File: src/rtl/wt_mem_arbiter.sv
// wt_mem_arbiter: round-robin merge of NumPorts cache clients onto one
// registered memory request channel, with per-port outstanding budgets and
// routing of memory returns back to the issuing client.
module wt_mem_arbiter #(
    parameter int unsigned NumPorts       = 3,
    parameter int unsigned AddrWidth      = 64,
    parameter int unsigned DataWidth      = 64,
    parameter int unsigned IdWidth        = 4,
    parameter int unsigned MaxOutstanding = 4,
    parameter int unsigned PortIdWidth    = $clog2(NumPorts)
) (
    input  logic                            clk_i,
    input  logic                            rst_i,
    input  logic [NumPorts-1:0]             req_valid_i,
    output logic [NumPorts-1:0]             req_ready_o,
    input  logic [NumPorts*AddrWidth-1:0]   req_addr_i,
    input  logic [NumPorts*DataWidth-1:0]   req_data_i,
    input  logic [NumPorts-1:0]             req_write_i,
    input  logic [NumPorts*IdWidth-1:0]     req_id_i,
    output logic                            mem_req_valid_o,
    input  logic                            mem_req_ready_i,
    output logic [AddrWidth-1:0]            mem_req_addr_o,
    output logic [DataWidth-1:0]            mem_req_data_o,
    output logic                            mem_req_write_o,
    output logic [PortIdWidth+IdWidth-1:0]  mem_req_id_o,
    input  logic                            mem_rtrn_valid_i,
    input  logic [PortIdWidth+IdWidth-1:0]  mem_rtrn_id_i,
    input  logic [DataWidth-1:0]            mem_rtrn_data_i,
    output logic [NumPorts-1:0]             rtrn_valid_o,
    output logic [IdWidth-1:0]              rtrn_id_o,
    output logic [DataWidth-1:0]            rtrn_data_o,
    output logic                            busy_o,
    output logic                            err_o
);

    // A port granted at MaxOutstanding-1 can have a second request accepted
    // while the first still sits in the output register, so the count can
    // reach MaxOutstanding+1; size the counter for that.
    localparam int unsigned CntWidth = $clog2(MaxOutstanding + 2);

    logic [CntWidth-1:0]            cnt_q [NumPorts];
    logic [PortIdWidth-1:0]         rr_q;

    logic                           req_valid_q;
    logic [AddrWidth-1:0]           addr_q;
    logic [DataWidth-1:0]           data_q;
    logic                           write_q;
    logic [PortIdWidth+IdWidth-1:0] id_q;

    logic [NumPorts-1:0]            rtrn_valid_q;
    logic [IdWidth-1:0]             rtrn_id_q;
    logic [DataWidth-1:0]           rtrn_data_q;
    logic                           err_q;

    logic                           slot_free;
    logic                           mem_accept;
    logic [NumPorts-1:0]            eligible;
    logic [NumPorts-1:0]            grant;
    logic                           grant_any;
    logic [PortIdWidth-1:0]         grant_idx;
    int unsigned                    idx;

    logic [AddrWidth-1:0]           sel_addr;
    logic [DataWidth-1:0]           sel_data;
    logic                           sel_write;
    logic [IdWidth-1:0]             sel_id;

    logic [PortIdWidth-1:0]         acc_port;
    logic [PortIdWidth-1:0]         rtrn_port;
    logic [NumPorts-1:0]            acc_sel;
    logic [NumPorts-1:0]            ret_sel;
    logic                           rtrn_hit;
    logic                           any_cnt;

    assign slot_free  = !req_valid_q || mem_req_ready_i;
    assign mem_accept = req_valid_q && mem_req_ready_i;
    assign acc_port   = id_q[IdWidth +: PortIdWidth];
    assign rtrn_port  = mem_rtrn_id_i[IdWidth +: PortIdWidth];

    // Round-robin search over eligible ports starting at rr_q.
    always_comb begin
        eligible  = '0;
        grant     = '0;
        grant_any = 1'b0;
        grant_idx = '0;
        idx       = 0;
        for (int unsigned p = 0; p < NumPorts; p++) begin
            eligible[p] = req_valid_i[p] && (cnt_q[p] < CntWidth'(MaxOutstanding));
        end
        if (slot_free && !rst_i) begin
            for (int unsigned i = 0; i < NumPorts; i++) begin
                idx = (32'(rr_q) + i) % NumPorts;
                if (!grant_any && eligible[idx]) begin
                    grant_any  = 1'b1;
                    grant[idx] = 1'b1;
                    grant_idx  = PortIdWidth'(idx);
                end
            end
        end
    end

    // Select the granted port's request fields.
    always_comb begin
        sel_addr  = '0;
        sel_data  = '0;
        sel_write = 1'b0;
        sel_id    = '0;
        for (int unsigned p = 0; p < NumPorts; p++) begin
            if (grant[p]) begin
                sel_addr  = req_addr_i[p*AddrWidth +: AddrWidth];
                sel_data  = req_data_i[p*DataWidth +: DataWidth];
                sel_write = req_write_i[p];
                sel_id    = req_id_i[p*IdWidth +: IdWidth];
            end
        end
    end

    // Per-port acceptance and valid-return decode; returns to unknown ports
    // or ports with nothing outstanding are not routed.
    always_comb begin
        acc_sel  = '0;
        ret_sel  = '0;
        any_cnt  = 1'b0;
        for (int unsigned p = 0; p < NumPorts; p++) begin
            acc_sel[p] = mem_accept && (acc_port == PortIdWidth'(p));
            ret_sel[p] = mem_rtrn_valid_i && (rtrn_port == PortIdWidth'(p))
                         && (cnt_q[p] != '0);
            any_cnt    = any_cnt || (cnt_q[p] != '0);
        end
        rtrn_hit = |ret_sel;
    end

    // Outstanding-transaction counters.
    always_ff @(posedge clk_i or posedge rst_i) begin
        if (rst_i) begin
            for (int unsigned p = 0; p < NumPorts; p++) begin
                cnt_q[p] <= '0;
            end
        end else begin
            for (int unsigned p = 0; p < NumPorts; p++) begin
                case ({acc_sel[p], ret_sel[p]})
                    2'b10:   cnt_q[p] <= cnt_q[p] + CntWidth'(1);
                    2'b01:   cnt_q[p] <= cnt_q[p] - CntWidth'(1);
                    default: cnt_q[p] <= cnt_q[p];
                endcase
            end
        end
    end

    // Output request register and round-robin pointer.
    always_ff @(posedge clk_i or posedge rst_i) begin
        if (rst_i) begin
            req_valid_q <= 1'b0;
            addr_q      <= '0;
            data_q      <= '0;
            write_q     <= 1'b0;
            id_q        <= '0;
            rr_q        <= '0;
        end else if (grant_any) begin
            req_valid_q <= 1'b1;
            addr_q      <= sel_addr;
            data_q      <= sel_data;
            write_q     <= sel_write;
            id_q        <= {grant_idx, sel_id};
            rr_q        <= PortIdWidth'((32'(grant_idx) + 1) % NumPorts);
        end else if (mem_accept) begin
            req_valid_q <= 1'b0;
        end
    end

    // Return strobe, broadcast id/data and sticky error flag.
    always_ff @(posedge clk_i or posedge rst_i) begin
        if (rst_i) begin
            rtrn_valid_q <= '0;
            rtrn_id_q    <= '0;
            rtrn_data_q  <= '0;
            err_q        <= 1'b0;
        end else begin
            rtrn_valid_q <= ret_sel;
            if (rtrn_hit) begin
                rtrn_id_q   <= mem_rtrn_id_i[IdWidth-1:0];
                rtrn_data_q <= mem_rtrn_data_i;
            end
            if (mem_rtrn_valid_i && !rtrn_hit) begin
                err_q <= 1'b1;
            end
        end
    end

    assign req_ready_o     = grant;
    assign mem_req_valid_o = req_valid_q;
    assign mem_req_addr_o  = addr_q;
    assign mem_req_data_o  = data_q;
    assign mem_req_write_o = write_q;
    assign mem_req_id_o    = id_q;
    assign rtrn_valid_o    = rtrn_valid_q;
    assign rtrn_id_o       = rtrn_id_q;
    assign rtrn_data_o     = rtrn_data_q;
    assign busy_o          = req_valid_q || any_cnt;
    assign err_o           = err_q;

endmodule

File: config.mk
export PLATFORM = sky130hd
export DESIGN_NAME = wt_mem_arbiter
export DESIGN_NICKNAME = d
export VERILOG_FILES = /design/src/rtl/wt_mem_arbiter.sv
export SDC_FILE = /design/constraint.sdc
export NUM_CORES = 1
export LEC_CHECK = 0
export CAP_MARGIN = 10
export CELL_PAD_IN_SITES_DETAIL_PLACEMENT = 0
export CELL_PAD_IN_SITES_GLOBAL_PLACEMENT = 1
export CORE_AREA = 4 4 262 264
export CTS_CLUSTER_DIAMETER = 80
export DETAILED_ROUTE_END_ITERATION = 7
export DIE_AREA = 0 0 266 268
export PLACE_DENSITY = 0.53
export SKIP_LAST_GASP = 1
export SLEW_MARGIN = 20
export SYNTH_ARGS = -nofsm -noshare
export SYNTH_HDL_FRONTEND = slang
export SYNTH_SLANG_ARGS = --single-unit
File: constraint.sdc
create_clock -name clk_i -period 31.4 [get_ports clk_i]
set_input_delay 6.28 -clock clk_i [delete_from_list [all_inputs] [get_ports clk_i]]
set_output_delay 6.28 -clock clk_i [all_outputs]
set_load 0.02 [all_outputs]
# Word level (Yosys, flattened, before mapping)

Index checks and enable logic that the tools add are counted.

Register bits after elaboration: 219
Latch bits: 0
Bits in writable memories: 0
Memory bits (read-only): 0
Input bits: 476
Word-level logic and storage cells: 131
Memories kept: 0

$add $sub $neg: 9
Multiply operators: 0
Divide/modulo/power cells: 4
Order comparisons: 9
Eq/ne operators: 10
Shift operators: 0
Mux-type cells: 45
Bitwise operators: 2
Reductions and logical operators: 39

Operator list:

| cell                                                               | number |
|---|---|
| two-way mux 64 bit                                                 | 6 |
| greater-or-equal comparator 32 x 1 -> 1 bit, second input constant | 3 |
| less-than comparator 32 x 3 -> 1 bit, second input constant        | 3 |
| remainder unit 32 x 2 -> 32 bit, second input constant             | 3 |
| remainder unit 2 x 2 -> 32 bit, second input constant              | 1 |
| logical AND 1 bit                                                  | 20 |
| two-way mux 3 bit                                                  | 6 |
| one-hot mux 3 bit (2 select lines)                                 | 3 |
| two-way mux 1 bit                                                  | 17 |
| two-way mux 4 bit                                                  | 3 |
| equality test 2 x 1 -> 1 bit, second input constant                | 5 |
| equality test 2 bit, second input constant                         | 5 |
| adder 3 x 1 -> 3 bit, second input constant                        | 3 |
| less-than comparator 3 bit, second input constant                  | 3 |
| nonzero test 3 bit                                                 | 3 |
| subtractor 3 x 1 -> 3 bit, second input constant                   | 3 |
| two-way mux 2 bit                                                  | 4 |
| nonzero test 2 bit                                                 | 4 |
| adder 2 x 1 -> 3 bit, second input constant                        | 2 |
| binary-select mux 1 bit (select 2 bit)                             | 3 |
| demux 1 bit (select 2 bit)                                         | 3 |
| OR 3 bit                                                           | 2 |
| zero test 1 bit                                                    | 5 |
| zero test 2 bit                                                    | 2 |
| 3 further kinds                                                    | 6 |

# Logic depth before layout (Yosys ltp)

Depth after elaboration: 17
Depth in mapped cells: 11

# Worst setup path after synthesis

OpenSTA, ideal clock, no wires.

Kind: input -> output
From: input port rst_i
To: output port req_ready_o[2]
Data arrival time: 12458 ps
Data required time: 25120 ps
Setup slack: 12662 ps
Stages on the path: 7
Path through: inv_1 > nand2_1 > a211oi_1 > nand3_1 > buf_4 > buf_2 > inv_1

Cells in the longest elaborated chain, start to end: 3

Ends and longest elaborated chain:

| element                          | line | source |
|---|---|---|
| start: declaration               | 13   | `input logic rst_i,` |
| zero test 1 bit (no source line) | n/a  |  |
| logical AND 1 bit                | 90   | `if (slot_free && !rst_i) begin` |
| two-way mux 3 bit                | 90   |  |
| end: declaration                 | 15   | `output logic [NumPorts-1:0] req_ready_o,` |

No other way between the ends.

# Worst setup path after layout

From: input port rst_i
To: output port req_ready_o[1]

The elaborated chain is that of the path after synthesis.

==> impl_results.html <==
<table>
<tr><th>Metric</th><th>Value</th></tr>
<tr><th colspan="2">Outcome</th></tr>
<tr><td>Run status</td><td>completed</td></tr>
<tr><th colspan="2">Setup path</th></tr>
<tr><td>Most used cell along the critical path</td><td>sky130_fd_sc_hd__clkdlybuf4s50_1</td></tr>
<tr><td>R2r endpoint</td><td>mem_req_data_o[36]$_DFFE_PP0P_</td></tr>
<tr><td>Sequence of cells on the critical path</td><td>clkdlybuf4s50_1 -&gt; inv_8 -&gt; buf_4 -&gt; and2_4 -&gt; nand3_1 -&gt; nand3_4 -&gt; clkdlybuf4s50_1</td></tr>
<tr><td>Category of the critical setup timing path</td><td>in -&gt; out</td></tr>
<tr><td>Critical Path End Type</td><td>output pin</td></tr>
<tr><td>Cell type group with the largest total delay on the critical path</td><td>buffers and inverters</td></tr>
<tr><td>Cell count of the worst reg-to-reg path</td><td>9</td></tr>
<tr><td>Number of buffers and inverters on the critical path</td><td>4</td></tr>
<tr><td>Crit path max fanout</td><td>98</td></tr>
<tr><td>Flop2flop setup slack</td><td>27.47 ns</td></tr>
<tr><td>R2r startpoint</td><td>rr_q[0]$_DFFE_PP0P_</td></tr>
<tr><td>Arr. time, crit path</td><td>10.19 ns</td></tr>
<tr><td>Required arrival time at the worst endpoint</td><td>25.12 ns</td></tr>
<tr><td>Crit path largest cell delay</td><td>0.76 ns</td></tr>
<tr><td>Cell type of the slowest stage on the worst timing path</td><td>sky130_fd_sc_hd__clkdlybuf4s50_1</td></tr>
<tr><td>CP startpoint kind</td><td>input pin</td></tr>
<tr><th colspan="2">GRT</th></tr>
<tr><td>Pin count of the biggest net entering global routing</td><td>99</td></tr>
<tr><td>Vias in the first global route</td><td>12900</td></tr>
<tr><td>Initial antenna violation count</td><td>8</td></tr>
<tr><td>GRT Overall Usage</td><td>0.158</td></tr>
<tr><td>Global-route wire length before repair</td><td>87100 µm</td></tr>
<tr><td>Global-route congestion overflow total</td><td>0</td></tr>
<tr><th colspan="2">CTS</th></tr>
<tr><td>TritonCTS clock tree</td><td>yes</td></tr>
<tr><td># Post-CTS Setup Buffers</td><td>0</td></tr>
<tr><td>Count of hold-fix buffers inserted at cts</td><td>0</td></tr>
<tr><td>Post-cts gate resize count</td><td>0</td></tr>
<tr><td>H-tree levels</td><td>1</td></tr>
<tr><td>Clock Tree Root</td><td>sky130_fd_sc_hd__clkbuf_16</td></tr>
<tr><td>Worst-case clock buffer depth</td><td>3</td></tr>
<tr><td>Clock-pin slew on the worst setup and hold paths</td><td>0.06 ns</td></tr>
<tr><td>TritonCTS buffer count</td><td>31</td></tr>
<tr><td>Clock latency at the later pin of the worst-skew pair</td><td>0.59 ns</td></tr>
<tr><td>Number of clock sinks</td><td>219</td></tr>
<tr><th colspan="2">Cells and area</th></tr>
<tr><td>Net total in the final layout</td><td>2308</td></tr>
<tr><td>Layout Area Growth over Synthesis</td><td>78.2%</td></tr>
<tr><td>Fin area</td><td>20000 µm²</td></tr>
<tr><td>Layout cell share with drive strength beyond 1</td><td>0.0819</td></tr>
<tr><td>Final Core Density</td><td>0.300</td></tr>
<tr><th colspan="2">Route</th></tr>
<tr><td>Detail-routed net length per standard cell</td><td>22.1 µm</td></tr>
<tr><td>Remaining routing DRC violations</td><td>0</td></tr>
<tr><td>Number of vias after detailed routing</td><td>12200</td></tr>
<tr><td>Detail Route Antenna Nets</td><td>0</td></tr>
<tr><td>Final wirelength</td><td>60200 µm</td></tr>
<tr><td>Post-detailed-route via-to-cell ratio</td><td>4.50</td></tr>
<tr><td>Drt first-iter violations</td><td>550</td></tr>
<tr><td>Number of search-and-repair iterations in the first detailed-routing pass</td><td>4</td></tr>
<tr><th colspan="2">Hold path</th></tr>
<tr><td>Worst hold path class</td><td>reg -&gt; reg</td></tr>
<tr><td>WHS Path Cells</td><td>1</td></tr>
<tr><td>Startpoint of the worst hold path</td><td>err_o$_DFFE_PP0P_</td></tr>
<tr><td>Terminating pin of the worst hold path</td><td>err_o$_DFFE_PP0P_</td></tr>
<tr><th colspan="2">Placement</th></tr>
<tr><td>Placer Congestion</td><td>0.829</td></tr>
<tr><td>Total cell area at the placement stage</td><td>18800 µm²</td></tr>
<tr><td>Post-detail-place hpwl</td><td>42600 µm</td></tr>
<tr><td>Number of input and output port buffers inserted</td><td>687</td></tr>
<tr><th colspan="2">Power</th></tr>
<tr><td>Cell area power density</td><td>97.2 nW/µm²</td></tr>
<tr><td>Highest ir drop seen on vdd</td><td>0.0520 mV</td></tr>
<tr><td>Cell leakage power</td><td>0.00736 µW</td></tr>
<tr><th colspan="2">Floorplanning</th></tr>
<tr><td>I/O pin cnt</td><td>688</td></tr>
<tr><td>Std-Cell Core Area</td><td>66600 µm²</td></tr>
<tr><td>Initial Utilization</td><td>0.168</td></tr>
<tr><td>Full die area</td><td>71300 µm²</td></tr>
<tr><td>Die W</td><td>266 µm</td></tr>
<tr><td>Die Y</td><td>268 µm</td></tr>
<tr><td>Site row count</td><td>95</td></tr>
<tr><th colspan="2">STA</th></tr>
<tr><td>Final number of max-transition violations</td><td>0</td></tr>
<tr><td>Max_slew headroom</td><td>0.336</td></tr>
<tr><td>Final number of hold-violating endpoints</td><td>0</td></tr>
<tr><td>Setup repair after global routing missed its margin</td><td>no</td></tr>
<tr><td>Total negative setup slack</td><td>0 ns</td></tr>
<tr><td>Crit share post-route</td><td>0.525</td></tr>
<tr><td>Tightest Pin Transition</td><td>0.995 ns</td></tr>
<tr><td>Final critical delay including setup and external delays</td><td>16.47 ns</td></tr>
<tr><td>Hold_ws</td><td>0.464 ns</td></tr>
<tr><td>Clock tree skew after final layout</td><td>0.0186 ns</td></tr>
<tr><td>Achievable clock frequency</td><td>60.7 MHz</td></tr>
<tr><td>Final setup viols</td><td>0</td></tr>
<tr><th colspan="2">Synth</th></tr>
<tr><td>Number of nets produced by synthesis</td><td>1684</td></tr>
<tr><td>Largest cells by area after synthesis</td><td>sky130_fd_sc_hd__dfrtp_1 (49%), sky130_fd_sc_hd__nand2_1 (9.4%), sky130_fd_sc_hd__or3_1 (7.5%)</td></tr>
<tr><td>Fraction of synthesized cell area taken by the top area cell type</td><td>0.489</td></tr>
<tr><td>Syn_area_per_cell</td><td>9.36 µm²</td></tr>
<tr><td>Number of instances in the synthesized netlist</td><td>1197</td></tr>
<tr><td>Distinct cells, synth</td><td>49</td></tr>
<tr><td>Share of the yosys chip area belonging to registers</td><td>0.489</td></tr>
<tr><td>Prevailing post-synth register cell</td><td>sky130_fd_sc_hd__dfrtp_1</td></tr>
<tr><td>Cell area after synthesis</td><td>11200 µm²</td></tr>
<tr><td>Number of storage elements in the synthesis netlist</td><td>219</td></tr>
<tr><td>Number of synthesized flops with an enable pin</td><td>0</td></tr>
<tr><td>Yosys synthesis warning count</td><td>0</td></tr>
<tr><td>Fraction of registers with async set/reset</td><td>1.00</td></tr>
<tr><td>Biggest area consumer among synthesized cells</td><td>sky130_fd_sc_hd__dfrtp_1</td></tr>
<tr><th colspan="2">Job</th></tr>
<tr><td>Maximum capacitance violations</td><td>0</td></tr>
</table>
==> layout make-up <==
cell class              instances  area [µm²]
repair buffers                704        7020
multi-input cells             849        5190
clock buffers                  44         925
flip-flops and latches        219        5480
inverters                      16        67.6
fillers                      6980       46600
diodes                          4        10.0
well taps                     873        1090
clock inverters                12         169
==> how the worst max path moves through the flow <==
stage	startpoint	endpoint	slack, ns	cells past startpoint
after floorplan	rst_i	req_ready_o[2]	12.66	7
final	rst_i	req_ready_o[1]	14.93	7
after detailed placement	rst_i	req_ready_o[1]	14.76	7
after global placement	rst_i	req_ready_o[1]	14.77	7
after CTS	rst_i	req_ready_o[1]	14.76	7
after global routing	rst_i	req_ready_o[2]	14.54	8
==> sequential cells by signal, indices dropped and copies added, names as in the netlist, 2 cells and up <==
| register | cells |
|---|---|
| mem_req_id_o | 6 |
| rtrn_data_o | 64 |
| cnt_q | 9 |
| mem_req_data_o | 64 |
| mem_req_addr_o | 64 |
| rtrn_valid_o | 3 |
| rr_q | 2 |
| rtrn_id_o | 4 |
==> cells by family after synthesis <==
kind of cell,share of synthesized area
and+or+nand+nor,0.200
AOI/OAI and AO/OA,0.165
DFF,0.489
buffers and inverters,0.0521
muxes,0.0710
adders and majority gates,0.0152
xor gates and xnor gates,0.00704
==> metal layers <==
layer,wire length (µm),vias to the layer above,global-route usage,share of wire
li1,-,5612,-,-
met3,5190,62,0.0516,0.086
met4,1020,8,0.0281,0.017
met2,30000,520,0.279,0.50
met5,61,-,0,0.0010
met1,23900,6041,0.191,0.40
==> where the power goes <==
part           switching [µW]  internal (µW)
combinational             603            457
clock                     148            230
sequential               83.1            420
total                     833           1110
==> cell usage after synthesis, drive strengths merged, types with 2 or more instances <==
cell type  count
nand2        280
dfrtp        219
or3          135
a31oi        134
o22ai        133
clkbuf        79
mux2          68
buf           34
inv           16
nor3           9
ha             8
nand3          8
nor2           8
o21ai          7
xor2           6
nand2b         4
nor2b          4
a21o           3
a21oi          3
fa             3
mux2i          3
nor4bb         3
xnor2          3
a211oi         2
and2           2
nand4          2
nor4           2
nor4b          2
o32ai          2
or3b           2
==> metrics by stage <==
step           std cells  worst slack (ns)  power [µW]
6_report            2721             14.93        1940
5_1_grt             2720             14.54        2060
3_5_place_dp        2660             14.76        1580
2_1_floorplan       1197             12.66        1080
3_3_place_gp        2660             14.77        1580
4_1_cts             2716             14.76        1970
==> worst reg2reg max path: stages, from the launching register on <==
cell and delay (ns):
sky130_fd_sc_hd__dfrtp_1 0.40, sky130_fd_sc_hd__inv_1 0.11, sky130_fd_sc_hd__ha_1 0.52, sky130_fd_sc_hd__nor2b_1 0.20, sky130_fd_sc_hd__o2bb2ai_1 0.18, sky130_fd_sc_hd__o21ai_0 0.31, sky130_fd_sc_hd__nand3_4 0.58, sky130_fd_sc_hd__buf_4 0.67
sky130_fd_sc_hd__or3_1 0.71, sky130_fd_sc_hd__a31oi_1 0.17
==> cells in the final DEF (no fill, tap or decap), types with 5 or more instances in the layout <==
cell                              instances
sky130_fd_sc_hd__o22ai_1                133
sky130_fd_sc_hd__clkdlybuf4s50_1        687
sky130_fd_sc_hd__ha_1                     8
sky130_fd_sc_hd__clkbuf_8                10
sky130_fd_sc_hd__xor2_1                   6
sky130_fd_sc_hd__clkbuf_16               31
sky130_fd_sc_hd__or3_1                  135
sky130_fd_sc_hd__o21ai_0                  7
sky130_fd_sc_hd__mux2_2                  68
sky130_fd_sc_hd__inv_1                   15
sky130_fd_sc_hd__nand3_1                  5
sky130_fd_sc_hd__nand2_1                280
sky130_fd_sc_hd__a31oi_1                134
sky130_fd_sc_hd__nor3_1                   7
sky130_fd_sc_hd__nor2_1                   7
sky130_fd_sc_hd__buf_4                   16
sky130_fd_sc_hd__dfrtp_1                219
No activity file was read; power rests on OpenSTA's default activity.
